==> config.mk <==
export PLATFORM = sky130hd
export DESIGN_NAME = chacha20_keystream_serializer
export DESIGN_NICKNAME = d
export VERILOG_FILES = /design/src/rtl/chacha20_keystream_serializer.sv
export SDC_FILE = /design/constraint.sdc
export NUM_CORES = 1
export LEC_CHECK = 0
export CAP_MARGIN = 20
export CORE_MARGIN = 5
export CORE_UTILIZATION = 40
export DETAILED_ROUTE_END_ITERATION = 12
export SYNTH_ARGS = -nofsm -noshare
export SYNTH_HDL_FRONTEND = slang
export SYNTH_SLANG_ARGS = --single-unit
==> constraint.sdc <==
create_clock -name clock -period 47.9 [get_ports clock]
set_input_delay 4.79 -clock clock [delete_from_list [all_inputs] [get_ports clock]]
set_output_delay 4.79 -clock clock [all_outputs]
set_load 0.02 [all_outputs]
==> src/rtl/chacha20_keystream_serializer.sv <==
// Splits 512-bit ChaCha20 keystream blocks into WORD_WIDTH-bit words on a valid/ready stream.
// A two-entry buffer (active + pending) lets the next block arrive while the current one drains.
module chacha20_keystream_serializer #(
  parameter int unsigned WORD_WIDTH  = 32,
  parameter int unsigned COUNT_WIDTH = 32
) (
  input  logic                   clock,
  input  logic                   reset,
  input  logic                   clear,
  input  logic [511:0]           block_in,
  input  logic                   block_valid,
  output logic                   block_ready,
  output logic [WORD_WIDTH-1:0]  word_out,
  output logic                   word_valid,
  input  logic                   word_ready,
  output logic [COUNT_WIDTH-1:0] blocks_consumed
);

  localparam int unsigned BLOCK_WIDTH = 512;
  localparam int unsigned NUM_WORDS   = BLOCK_WIDTH / WORD_WIDTH;
  localparam int unsigned IDX_WIDTH   = (NUM_WORDS > 1) ? $clog2(NUM_WORDS) : 1;
  localparam logic [IDX_WIDTH-1:0] LAST_IDX = IDX_WIDTH'(NUM_WORDS - 1);

  // State is {active_valid, pending_valid}; 2'b01 is unreachable.
  localparam logic [1:0] ST_EMPTY = 2'b00;
  localparam logic [1:0] ST_DRAIN = 2'b10;
  localparam logic [1:0] ST_FULL  = 2'b11;

  typedef logic [NUM_WORDS-1:0][WORD_WIDTH-1:0] block_t;

  logic [1:0]             state_q, state_d;
  logic [IDX_WIDTH-1:0]   word_idx_q, word_idx_d;
  logic [COUNT_WIDTH-1:0] count_q, count_d;
  block_t                 active_q, active_d;
  block_t                 pending_q, pending_d;

  logic active_valid;
  logic pending_valid;
  logic acc;
  logic take;
  logic last;

  assign active_valid = state_q[1];
  assign pending_valid = state_q[0];

  assign block_ready     = !pending_valid;
  assign word_valid      = active_valid;
  assign word_out        = active_valid ? active_q[word_idx_q] : '0;
  assign blocks_consumed = count_q;

  assign acc  = block_valid & block_ready;
  assign take = word_valid & word_ready;
  assign last = take & (word_idx_q == LAST_IDX);

  // Control state; clear overrides everything on the edge.
  always_ff @(posedge clock or negedge reset) begin
    if (!reset) begin
      state_q    <= ST_EMPTY;
      word_idx_q <= '0;
      count_q    <= '0;
    end else begin
      state_q    <= state_d;
      word_idx_q <= word_idx_d;
      count_q    <= count_d;
    end
  end

  // Block data carries no reset; validity lives in state_q.
  always_ff @(posedge clock) begin
    active_q  <= active_d;
    pending_q <= pending_d;
  end

  always_comb begin
    state_d    = state_q;
    word_idx_d = word_idx_q;
    count_d    = count_q;
    active_d   = active_q;
    pending_d  = pending_q;

    if (last) begin
      count_d = count_q + COUNT_WIDTH'(1);
    end

    case (state_q)
      ST_EMPTY: begin
        if (acc) begin
          active_d   = block_in;
          word_idx_d = '0;
          state_d    = ST_DRAIN;
        end
      end
      ST_DRAIN: begin
        if (last) begin
          word_idx_d = '0;
          // Reloading active on the final word keeps the stream gap-free.
          if (acc) begin
            active_d = block_in;
          end else begin
            state_d = ST_EMPTY;
          end
        end else begin
          if (take) begin
            word_idx_d = word_idx_q + IDX_WIDTH'(1);
          end
          if (acc) begin
            pending_d = block_in;
            state_d   = ST_FULL;
          end
        end
      end
      ST_FULL: begin
        if (last) begin
          active_d   = pending_q;
          word_idx_d = '0;
          state_d    = ST_DRAIN;
        end else if (take) begin
          word_idx_d = word_idx_q + IDX_WIDTH'(1);
        end
      end
      default: begin
        state_d    = ST_EMPTY;
        word_idx_d = '0;
      end
    endcase

    if (clear) begin
      state_d    = ST_EMPTY;
      word_idx_d = '0;
      count_d    = '0;
    end
  end

endmodule

==> metrics <==
die height=337 µm; Post-synth EDFFs=just over 1000; grt ovf=0; Overall Global Routing Usage=0.183; status=finished clean; Final Instance Area=between 50000 and 60000 µm²; Final Hold Viols=0; placed cell areas=50200 µm²; stages on the worst setup path=6; Cells after Synth=2100; Critical Path RT=43.11 ns; DRT Wirelength=around 110000 µm; Reg2Reg Depth=8; Synth top area share=0.718; top cell types by occurrence after synthesis=1024 x edfxtp_1, 512 x mux2_2, 128 x mux4_2, 92 x clkbuf_1, 66 x mux2i_1; Synth area leaders=edfxtp_1 72%, mux2_2 13%, mux4_2 6.7%; Chip Width=between 300 and 400 µm; port bufs=582; Buf+Inv Stages, Crit Path=3; RSZ-0062 raised after global routing=no; setup tns final=0 ns; clk_lat worst skew=0.68 ns; Startpoint Class=flop; clock-pin transition on the worst setup and hold timing paths=0.06 ns; Inserted Clock Buffers=110; most used cell, CP=buf_4; io pins=583; syn nets=2623; die area=114000 µm²; DRT antenna net count=0; Root Buffer=clkbuf_16; post-synthesis sequential area ratio=0.741; worst slew pin tran=roughly 1.2 ns; vias in the first global route=23500; vias per std cell=5.18; CP max-delay cell=buf_4; pwr/cell area=49.5 nW/µm²; Critical Path Fanout Max=41; initial antenna violation count=31; Fin Clk Skew=approximately 0.027 ns; largest area contributor in the netlist=edfxtp_1; DP HPWL=74600 µm; syn avg cell area=20.4 µm²; Hold Crit Depth=1; nets=between 3000 and 4000; Synth Flop Type=edfxtp_1; CP Capture Type=output port; Post-CTS Setup Inserts=0; Post-CTS Resized=0; worst path cell trace=buf_4, buf_4, mux4_2, mux2i_1, o22ai_1, clkdlybuf4s50_1; synth unique cells=40; Yosys Warn Count=0; min cycle time layout=between 9 and 10 ns; Pre-antenna DRT Iters=5; Hold-fix buffers, CTS=0; num rows=120; Area Overhead vs Synth=25.9%; Max Cap Viol=0; Rel. slew slack=0.221; H-tree Lvls=3; most frequent cell after synthesis=edfxtp_1; kind of critical path=reg -> out; Avg WL per Cell=around 25 µm; Top delay family on crit path=buffers and inverters; drt drc=0; flops & latches, synth=1062; LEAKAGE=17.2 nW; layout cells sized above 1=0.301; Filler Cell Count=8574; Synth Cell Area=42800 µm²; Final setup viols=0; Max Freq=between 0.1 and 0.15 GHz; initial drt markers=1611; Worst path max stage delay=0.80 ns; routed vias=between 20000 and 25000; period utilization=0.197; Worst Hold Class=reg -> reg; Sink Count=around 1100; largest net degree at the start of global routing=187; gpl congestion=0.836; Initial Utilization=0.402; first-pass GRT wire length=154000 µm; Pwr Total=2.66 mW; core outline area=107000 µm²; Final Max Slew Viols=0; clock buffer depth=3; peak supply drop=approximately 0.032 mV; CTS tree=yes; ys async rst share=0.0358; CP Data Arrival Time=4.66 ns
## state kept, by name, indices dropped and copies added (netlist names)
register         cells
blocks_consumed     32
active_q           512
pending_q          512
state_q              2
word_idx_q           4
## worst reg2reg max path, stage by stage, from the launching register on
cell and delay (ns):
dfrtp_4 0.70, buf_4 0.60, ha_1 0.43, inv_1 0.16, nor2_1 0.40, a2bb2oi_4 0.19
buf_4 0.65, buf_4 0.88, buf_4 0.92
## placed cells by master, fill, tap and decap left out, types with 12 or more instances in the layout
cell type	Yosys	routed
clkdlybuf4s50_1	0	582
clkbuf_1	92	18
edfxtp_1	1024	1024
buf_4	0	27
o31ai_1	18	18
or4_1	17	17
nor2_1	13	12
clkinv_2	0	23
mux2_2	512	512
clkinv_1	0	24
o22ai_1	33	33
dfrtp_1	38	35
mux4_2	128	128
mux2i_1	66	66
nand2_1	23	21
a21oi_1	24	24
clkbuf_16	0	113
bufinv_16	0	13
## area by class of cell
class / count / area (µm²) / area share
clock buffers: 131 / 2900 / 0.0537
clock inverters: 74 / 729 / 0.0135
diodes: 11 / 27.5 / 0.000511
flip-flops and latches: 1062 / 31700 / 0.589
repair buffers: 611 / 6070 / 0.113
inverters: 11 / 41.3 / 0.000766
well taps: 1403 / 1760 / 0.0326
multi-input cells: 913 / 10600 / 0.198
## per-layer routing
metal  vias up  wire [µm]  global-route usage
li1       9832          -                   -
met1     11200      40500               0.220
met2       647      56100               0.328
met3       170       7770              0.0533
met4        40       2210              0.0421
met5         -        241                   0
## worst paths after layout
path / startpoint / end / slack [ns]
setup / recovery: word_idx_q[0] / word_out[18] / 38.45
hold / removal: pending_q[499] / active_q[499] / 0.52
setup reg to reg: word_idx_q[0] / active_q[296] / 42.45
hold reg to reg: pending_q[499] / active_q[499] / 0.52
max in group asynchronous: reset / word_idx_q[0] / 42.93
min in group asynchronous: reset / blocks_consumed[31] / 4.57
## kinds of logic after synthesis
logic type,Yosys count,synth area share
XOR/XNOR,7,0.00143
adder cells (fa/ha/maj),6,0.00175
flip-flops,1062,0.741
AND/OR/NAND/NOR,100,0.0132
buffers and inverters,125,0.0117
AO/OA/AOI/OAI,92,0.0133
multiplexers,708,0.218
## through the flow
step | setup WS, ns | hold slack (ns) | util | std cells
2_1_floorplan | 15.03 | 0.523 | - | 2100
3_3_place_gp | 38.97 | 0.528 | 0.471 | 4000
3_5_place_dp | 38.75 | 0.531 | 0.471 | 4000
4_1_cts | 38.19 | 0.539 | 0.505 | 4205
5_1_grt | 38.03 | 0.544 | 0.505 | 4206
6_report | 38.45 | 0.525 | 0.505 | 4216
## report_power, final
group / internal (mW) / switching [mW]
registers: 1.27 / 0.0525
clock network: 0.501 / 0.355
logic: 0.209 / 0.273
total: 1.98 / 0.681
(Power assumes the default switching activity.)
